==> config.mk <==
export PLATFORM = sky130hd
export DESIGN_NAME = lives_manager
export DESIGN_NICKNAME = d
export VERILOG_FILES = /design/src/rtl/lives_manager.sv
export SDC_FILE = /design/constraint.sdc
export NUM_CORES = 1
export LEC_CHECK = 0
export CAP_MARGIN = 10
export CORE_MARGIN = 3
export CORE_UTILIZATION = 40
export CTS_CLUSTER_DIAMETER = 30
export CTS_CLUSTER_SIZE = 40
export DETAILED_ROUTE_END_ITERATION = 10
export MAX_ROUTING_LAYER = met4
export SLEW_MARGIN = 20
export SYNTH_ARGS = -nofsm -noshare
export SYNTH_HDL_FRONTEND = slang
export SYNTH_SLANG_ARGS = --single-unit
==> constraint.sdc <==
create_clock -name clk -period 2.7 [get_ports clk]
set_input_delay 0.405 -clock clk [delete_from_list [all_inputs] [get_ports clk]]
set_output_delay 0.405 -clock clk [all_outputs]
set_load 0.05 [all_outputs]
==> src/rtl/lives_manager.sv <==
// Player life counter with hit -> invulnerability/blink -> play sequencing and game-over.
// Optional LIVES_AUTORESTART_EN: OVER returns to IDLE after RESTART_FRAMES frame ticks.
module lives_manager #(
    parameter int START_LIVES    = 3,
    parameter int MAX_LIVES      = 3,
    parameter int INVULN_FRAMES  = 120,
    parameter int BLINK_FRAMES   = 8,
    parameter int RESTART_FRAMES = 180
) (
    input  logic       clk,
    input  logic       rst,
    input  logic       frame_tick,
    input  logic       new_game,
    input  logic       hit,
    input  logic       extra_life,
    output logic [1:0] lives,
    output logic       invuln,
    output logic       blink_hide,
    output logic       life_lost,
    output logic       game_over,
    output logic [1:0] state_dbg   // 0 IDLE, 1 PLAY, 2 INVULN, 3 OVER
);

    localparam int INV_W = $clog2(INVULN_FRAMES + 1);
    localparam int BLK_W = $clog2(BLINK_FRAMES + 1);

    typedef enum logic [1:0] {
        IDLE   = 2'd0,
        PLAY   = 2'd1,
        INVULN = 2'd2,
        OVER   = 2'd3
    } state_t;

    state_t             state;
    logic [INV_W-1:0]   inv_cnt;
    logic [BLK_W-1:0]   blink_cnt;

    // Elaboration-time parameter sanity checks; no hardware is produced.
    if (MAX_LIVES < 1 || MAX_LIVES > 3) begin : g_bad_max
        $error("MAX_LIVES must be 1..3");
    end
    if (START_LIVES < 1 || START_LIVES > MAX_LIVES) begin : g_bad_start
        $error("START_LIVES must be 1..MAX_LIVES");
    end
    if (INVULN_FRAMES < 1 || BLINK_FRAMES < 1 || RESTART_FRAMES < 1) begin : g_bad_frames
        $error("frame counts must be >= 1");
    end

`ifdef LIVES_AUTORESTART_EN
    localparam int RST_W = $clog2(RESTART_FRAMES + 1);
    logic [RST_W-1:0] restart_cnt;
`endif

    assign state_dbg = state;

    always_ff @(posedge clk) begin
        if (rst) begin
            state      <= IDLE;
            lives      <= 2'd0;
            invuln     <= 1'b0;
            blink_hide <= 1'b0;
            life_lost  <= 1'b0;
            game_over  <= 1'b0;
            inv_cnt    <= '0;
            blink_cnt  <= '0;
`ifdef LIVES_AUTORESTART_EN
            restart_cnt <= '0;
`endif
        end else begin
            life_lost <= 1'b0;
            if (new_game) begin
                state      <= PLAY;
                lives      <= 2'(START_LIVES);
                invuln     <= 1'b0;
                blink_hide <= 1'b0;
                game_over  <= 1'b0;
                inv_cnt    <= '0;
                blink_cnt  <= '0;
`ifdef LIVES_AUTORESTART_EN
                restart_cnt <= '0;
`endif
            end else begin
                case (state)
                    PLAY: begin
                        // A hit wins over both extra_life and frame_tick this cycle.
                        if (hit) begin
                            life_lost <= 1'b1;
                            if (lives > 2'd1) begin
                                lives      <= lives - 2'd1;
                                state      <= INVULN;
                                invuln     <= 1'b1;
                                blink_hide <= 1'b1;
                                inv_cnt    <= INV_W'(INVULN_FRAMES);
                                blink_cnt  <= '0;
                            end else begin
                                lives     <= 2'd0;
                                state     <= OVER;
                                game_over <= 1'b1;
`ifdef LIVES_AUTORESTART_EN
                                restart_cnt <= RST_W'(RESTART_FRAMES);
`endif
                            end
                        end else if (extra_life && lives < 2'(MAX_LIVES)) begin
                            lives <= lives + 2'd1;
                        end
                    end
                    INVULN: begin
                        if (extra_life && lives < 2'(MAX_LIVES)) begin
                            lives <= lives + 2'd1;
                        end
                        if (frame_tick) begin
                            inv_cnt <= inv_cnt - INV_W'(1);
                            if (inv_cnt == INV_W'(1)) begin
                                state      <= PLAY;
                                invuln     <= 1'b0;
                                blink_hide <= 1'b0;
                                blink_cnt  <= '0;
                            end else if (blink_cnt == BLK_W'(BLINK_FRAMES - 1)) begin
                                blink_cnt  <= '0;
                                blink_hide <= ~blink_hide;
                            end else begin
                                blink_cnt <= blink_cnt + BLK_W'(1);
                            end
                        end
                    end
                    OVER: begin
`ifdef LIVES_AUTORESTART_EN
                        if (frame_tick) begin
                            if (restart_cnt <= RST_W'(1)) begin
                                restart_cnt <= '0;
                                state       <= IDLE;
                                game_over   <= 1'b0;
                            end else begin
                                restart_cnt <= restart_cnt - RST_W'(1);
                            end
                        end
`endif
                    end
                    default: begin
                    end
                endcase
            end
        end
    end

endmodule
==> results.cfg <==
[clocking]
path_clk_slew_ps = 100
clkLatencyLatePin_ps = 290
clock_sinks = 19
clockBufferDepth = 2
clock-root-buffer = clkbuf_4
cts_resized = 0
cts_tree = yes
cts_setup_buffers = 0
ctsHtreeMaxLevel = 1
ctsHoldBuffers = 0
cts_buffers = 3

[yosys]
synth_commonest_cells = dfxtp_1 (19), a21oi_1 (14), nand2_1 (10)
yosysMostFrequentCell = dfxtp_1
dominantRegCellSynth = dfxtp_1
synth_edf_count = 0
syn_area_mm2 = 0.00104
synth_area_leader_cell = dfxtp_1
postSynthCellCount = 125
syn_nets = 137
synth-seq-area-share_pct = 36.6
avgSynthCellArea_um2 = 8.31
async_reset_ff_share_pct = 0
ys_seq_elements = 19
yosys-top-cells-area = dfxtp_1 (37%), ha_1 (7.2%), a21oi_1 (6.7%)
yosysWarningCount = 0
netlist.area_leader.share_pct = 36.6
yosysUniqueCellTypes = 38

[floorplan]
die_y_um = 57.0
die_x_um = 57.0
core_mm2 = 0.00234
io_pins = 14
core.rowCount = 17
die-area_mm2 = 0.00324
start_util_pct = 44.4

[placement]
dp_hpwl_mm = 1.66
gp_congestion = 0.735
io_buffer_count = 13

[global_routing]
overflow = 0
grt_pass1_wl_mm = 3.85
grt_max_degree = 17
grtUsageTotal_pct = 15.4
antenna_found_initial = 0
first_global_vias = 852

[routing]
drc = 0
drt_iter0_drc = 22
met2_length_um = 965
wl_met3_um = 108
wl_per_cell_um = 13.4
final_antenna_net_count = 0
via_per_inst = 5.59
drt_wl_total_mm = 2.20
routed-via-count = 916
drtPass1Iterations = 4
drt-met1-wl_mm = 1.11
top_layer = met4

[critical_path]
critPathSlowestCell = clkdlybuf4s50_1
r2r-end = state_dbg[0]
critPathKind = flop to output pin
r2r-start = inv_cnt[3]
start_kind = flop
worst_setup_path_end_kind = output pin
max_stage_delay_ps = 870
reg2regPathDepth = 4
path_buf_inv = 1
rrSetupSlack_ps = 920
crit_arrival_ps = 1700
cp_max_fo = 12
required_ps = 2300
cpLargestDelayFamily = buffers and inverters
path_cells = clkdlybuf4s50_1

[finish]
area_growth_pct = 14.7
diodes = 0
nNetsFinal = 149
fillers = 240
layout-drive-gt1-share_pct = 5.88

[sta]
timing.hold.ws_ps = 486
skew_ps = 7.94
hold_violations = 0
finalSetupViolCount = 0
rsz0062_at_grt = no
fin_setup_tns_ps = 0
max_freq_ghz = 0.474
slew_headroom_pct = 60.8
min_period_over_period_pct = 78.1
min_period_ps = 2110
slew_violations = 0
tightestPinTransition_ps = 588

[hold_path]
holdPathStages = 2
hp-start = game_over
holdPathEnd = game_over
timing.hold.worst.class = flop to flop

[run]
drv_cap = 0

[run_status]
status = complete, no violations

[power]
leakage_nw = 0.417
ir_worst_vdd_mv = 0.526
power-per-cell-area_mw_per_mm2 = 441
power_w = 0.000525
[worst max-delay path by stage]
stage / end / start / depth (start not counted)
3_5_place_dp: inv_cnt[6] / hit / 5
4_1_cts: state_dbg[1] / state_dbg[1] / 1
2_1_floorplan: inv_cnt[6] / state_dbg[1] / 5
6_report: state_dbg[1] / state_dbg[1] / 1
3_3_place_gp: inv_cnt[6] / frame_tick / 5
5_1_grt: state_dbg[1] / state_dbg[1] / 1
[cells in the final DEF (no fill, tap or decap), drive strengths merged, types with 3 or more instances in the layout]
cell,instances
dfxtp,19
a21oi,14
clkdlybuf4s50,13
nand2,10
nor2,9
inv,7
nor3,7
ha,6
o21ai,5
nand4,4
clkbuf,4
nand3b,3
a31oi,3
xnor2,3
[through the flow]
stage	worst slack [ps]	utilization, %	cell area [um^2]	std cells
3_3_place_gp	807	49.8	1160	160
3_5_place_dp	672	49.8	1160	160
6_report	592	50.9	1190	164
5_1_grt	503	50.9	1190	164
2_1_floorplan	849	-	1040	125
4_1_cts	572	50.9	1190	164
[kinds of logic (layout without fill, tap and decap cells)]
group | after synthesis | after routing | share of synthesized area, %
DFF | 19 | 19 | 36.6
adders and majority gates | 6 | 6 | 7.23
and+or+nand+nor | 51 | 51 | 27.8
AOI/OAI and AO/OA | 31 | 31 | 17.7
xor gates and xnor gates | 4 | 4 | 3.37
muxes | 1 | 1 | 0.964
buffers and inverters | 13 | 24 | 6.26
[registers in the layout (all words and copies together), names as in the netlist]
name and count:
lives 2, state_dbg 2, inv_cnt 7, blink_cnt 4, life_lost 1, invuln 1
game_over 1, blink_hide 1
[area by class of cell]
type	count	area [um^2]	area share, %
well taps	28	35.0	2.94
flip-flops and latches	19	380	31.9
repair buffers	13	130	10.9
multi-input cells	93	593	49.8
clock buffers	4	26.3	2.21
inverters	7	26.3	2.21
[power by group]
group / total [W] / switching, W / internal [W]
clock network: 0.000143 / 0.0000858 / 0.0000575
logic: 0.0000844 / 0.0000505 / 0.0000339
registers: 0.000297 / 0.0000105 / 0.000287
total: 0.000525 / 0.000147 / 0.000378
[per-layer routing]
metal / GRT usage [%] / vias up
li1: - / 473
met5: - / -
met3: 5.43 / 2
met2: 22.8 / 19
met1: 20.7 / 422
met4: 1.99 / 0
No activity file was read; power rests on OpenSTA's default activity.
==> patch, RTL diff (same flow settings) <==
Change the parameter `INVULN_FRAMES` from 120 to 240.
--- a/src/rtl/lives_manager.sv
+++ b/src/rtl/lives_manager.sv
@@ -5,3 +5,3 @@
     parameter int MAX_LIVES      = 3,
-    parameter int INVULN_FRAMES  = 120,
+    parameter int INVULN_FRAMES  = 240,
     parameter int BLINK_FRAMES   = 8,
Behaviour: no difference found for any inputs over 10 cycles, from zero or initial values and one cycle with rst high; that may be too few to reach the edited logic, so the function may still have changed.
==> patch against the unedited design <==
  * Routed wire length increased by 7.4%
  * Sequential cell count up 1
  * Combinational power increased by 15%
  * Synthesized area grew 7.8%
  * First-iteration DRC count is 77% higher
  * Hold slack worse by 0.025 ns
  * Setup slack worse by 0.032 ns
  * Total power up 12%
  * Final area grew 9.5%
  * Clock power up 22%
  * Global-route usage grew 0.27 points
  * Fmax decreased by 1.5%
  * Largest cell class unchanged
==> patch: results (changes against the unedited design) <==
stage,metric,value,unit,change
synth,synth top area cells,"dfxtp_1, a21oi_1, ha_1",,
drt,DR iter-0 viols,39,,+77%
synth,Synth Instances,129,,+3.2%
pwr,leakage power,0.487,nW,+17%
clocking,number of post-CTS setup repair buffers,0,,unchanged
synth,sequential fraction of the synthesis area,35.8,%,-0.87 points
layout,Non-Filler Instances,172,,+4.9%
setup_path,"slowest stage cell, crit path",clkdlybuf4s50_1,,
synth,Syn Nets,141,,+2.9%
place,DP Area,0.00127,mm²,+8.8%
clocking,CTS Hold Bufs,0,,unchanged
global_routing,first-pass GRT wire length,4070,µm,+5.7%
place,pre-CTS setup slack,0.788,ns,+0.116 ns
layout,layout cells sized above 1,9.15,%,+3.3 points
setup_path,RR Startpoint,lives[0],,
layout,Filler Cells Inserted,255,,+6.3%
drt,metal2 WL,1060,µm,+9.6%
place,DP HPWL,1780,µm,+7.3%
timing,Slew headroom,67.0,%,+6.2 points
synth,Synth warnings,0,,unchanged
drt,drt total wl,2370,µm,+7.4%
layout,largest registers,"inv_cnt: 8 flops, blink_cnt: 4 flops",,
global_routing,vias in the first global route,887,,+4.1%
clocking,Worst-path clk slew,0.11,ns,
clocking,Clock Path Buffers,2,,unchanged
drt,met3 wire length,110,µm,+1.9%
setup_path,critical path's largest stage delay,0.88,ns,
global_routing,initial antenna violation count,0,,unchanged
drt,drt via density,5.49,,-1.6%
synth,synth cell count leaders,"dfxtp_1, a21oi_1, nor2_1, o21ai_0, inv_1",,
layout,final net count,155,,+4.0%
synth,Synth cell types,38,,unchanged
drt,Routed met1 length,1180,µm,+5.9%
timing,Worst Skew,0.00594,ns,-0.00200 ns
drt,Pre-Repair DR Iteration Count,4,,unchanged
place,PortBufs,13,,unchanged
setup_path,"Max FO, Critical Path",10,,-2
min_path,min-delay src,invuln,,
clocking,TritonCTS buffer count,3,,unchanged
global_routing,largest net degree at the start of global routing,13,,-4
place,GPL Wtd Cong,0.774,,+5.3%
global_routing,Global Route Usage Sum,15.6,%,+0.27 points
outcome,status,"complete, no violations",,
pwr,Max IR drop VDD,0.296,mV,-44%
## patch: final cells by class
type	instances	area, µm²	area share, %
Clock buffer	4	36.3	2.78
Inverter	7	26.3	2.02
Multi-Input combinational cell	98	673	51.6
Sequential cell	20	400	30.7
Tap cell	30	37.5	2.88
Timing Repair Buffer	13	130	9.98
## patch: routing by layer
| layer | vias to the layer above | track usage [%] |
|---|---|---|
| li1 | 492 | - |
| met1 | 428 | 21.3 |
| met2 | 23 | 23.2 |
| met3 | 2 | 3.95 |
| met4 | 0 | 3.88 |
| met5 | - | - |
## patch: worst paths after layout
kind         slack, ns  cells past startpoint            to
max reg2reg       0.98                      5      lives[0]
max               0.56                      1  state_dbg[1]
min               0.46                      2        invuln
min reg2reg       0.46                      2        invuln
## patch: logic make-up after synthesis
group	Yosys count	synth area share, %
AOI/OAI and AO/OA	36	20.9
adders and majority gates	6	6.70
and+or+nand+nor	50	27.8
xor gates and xnor gates	6	4.69
DFF	20	35.8
buffers and inverters	11	4.13
## patch: worst reg2reg max path, stage by stage, from the launching register on
cell and delay (ns):
dfxtp_1 0.52, ha_1 0.22, nand2b_1 0.23, xnor2_1 0.09, a2111oi_0 0.39, a21oi_1 0.15
## patch: where the power goes
group | switching (mW) | internal (mW)
clock | 0.0915 | 0.0823
sequential | 0.0123 | 0.302
combinational | 0.0580 | 0.0394
total | 0.162 | 0.424
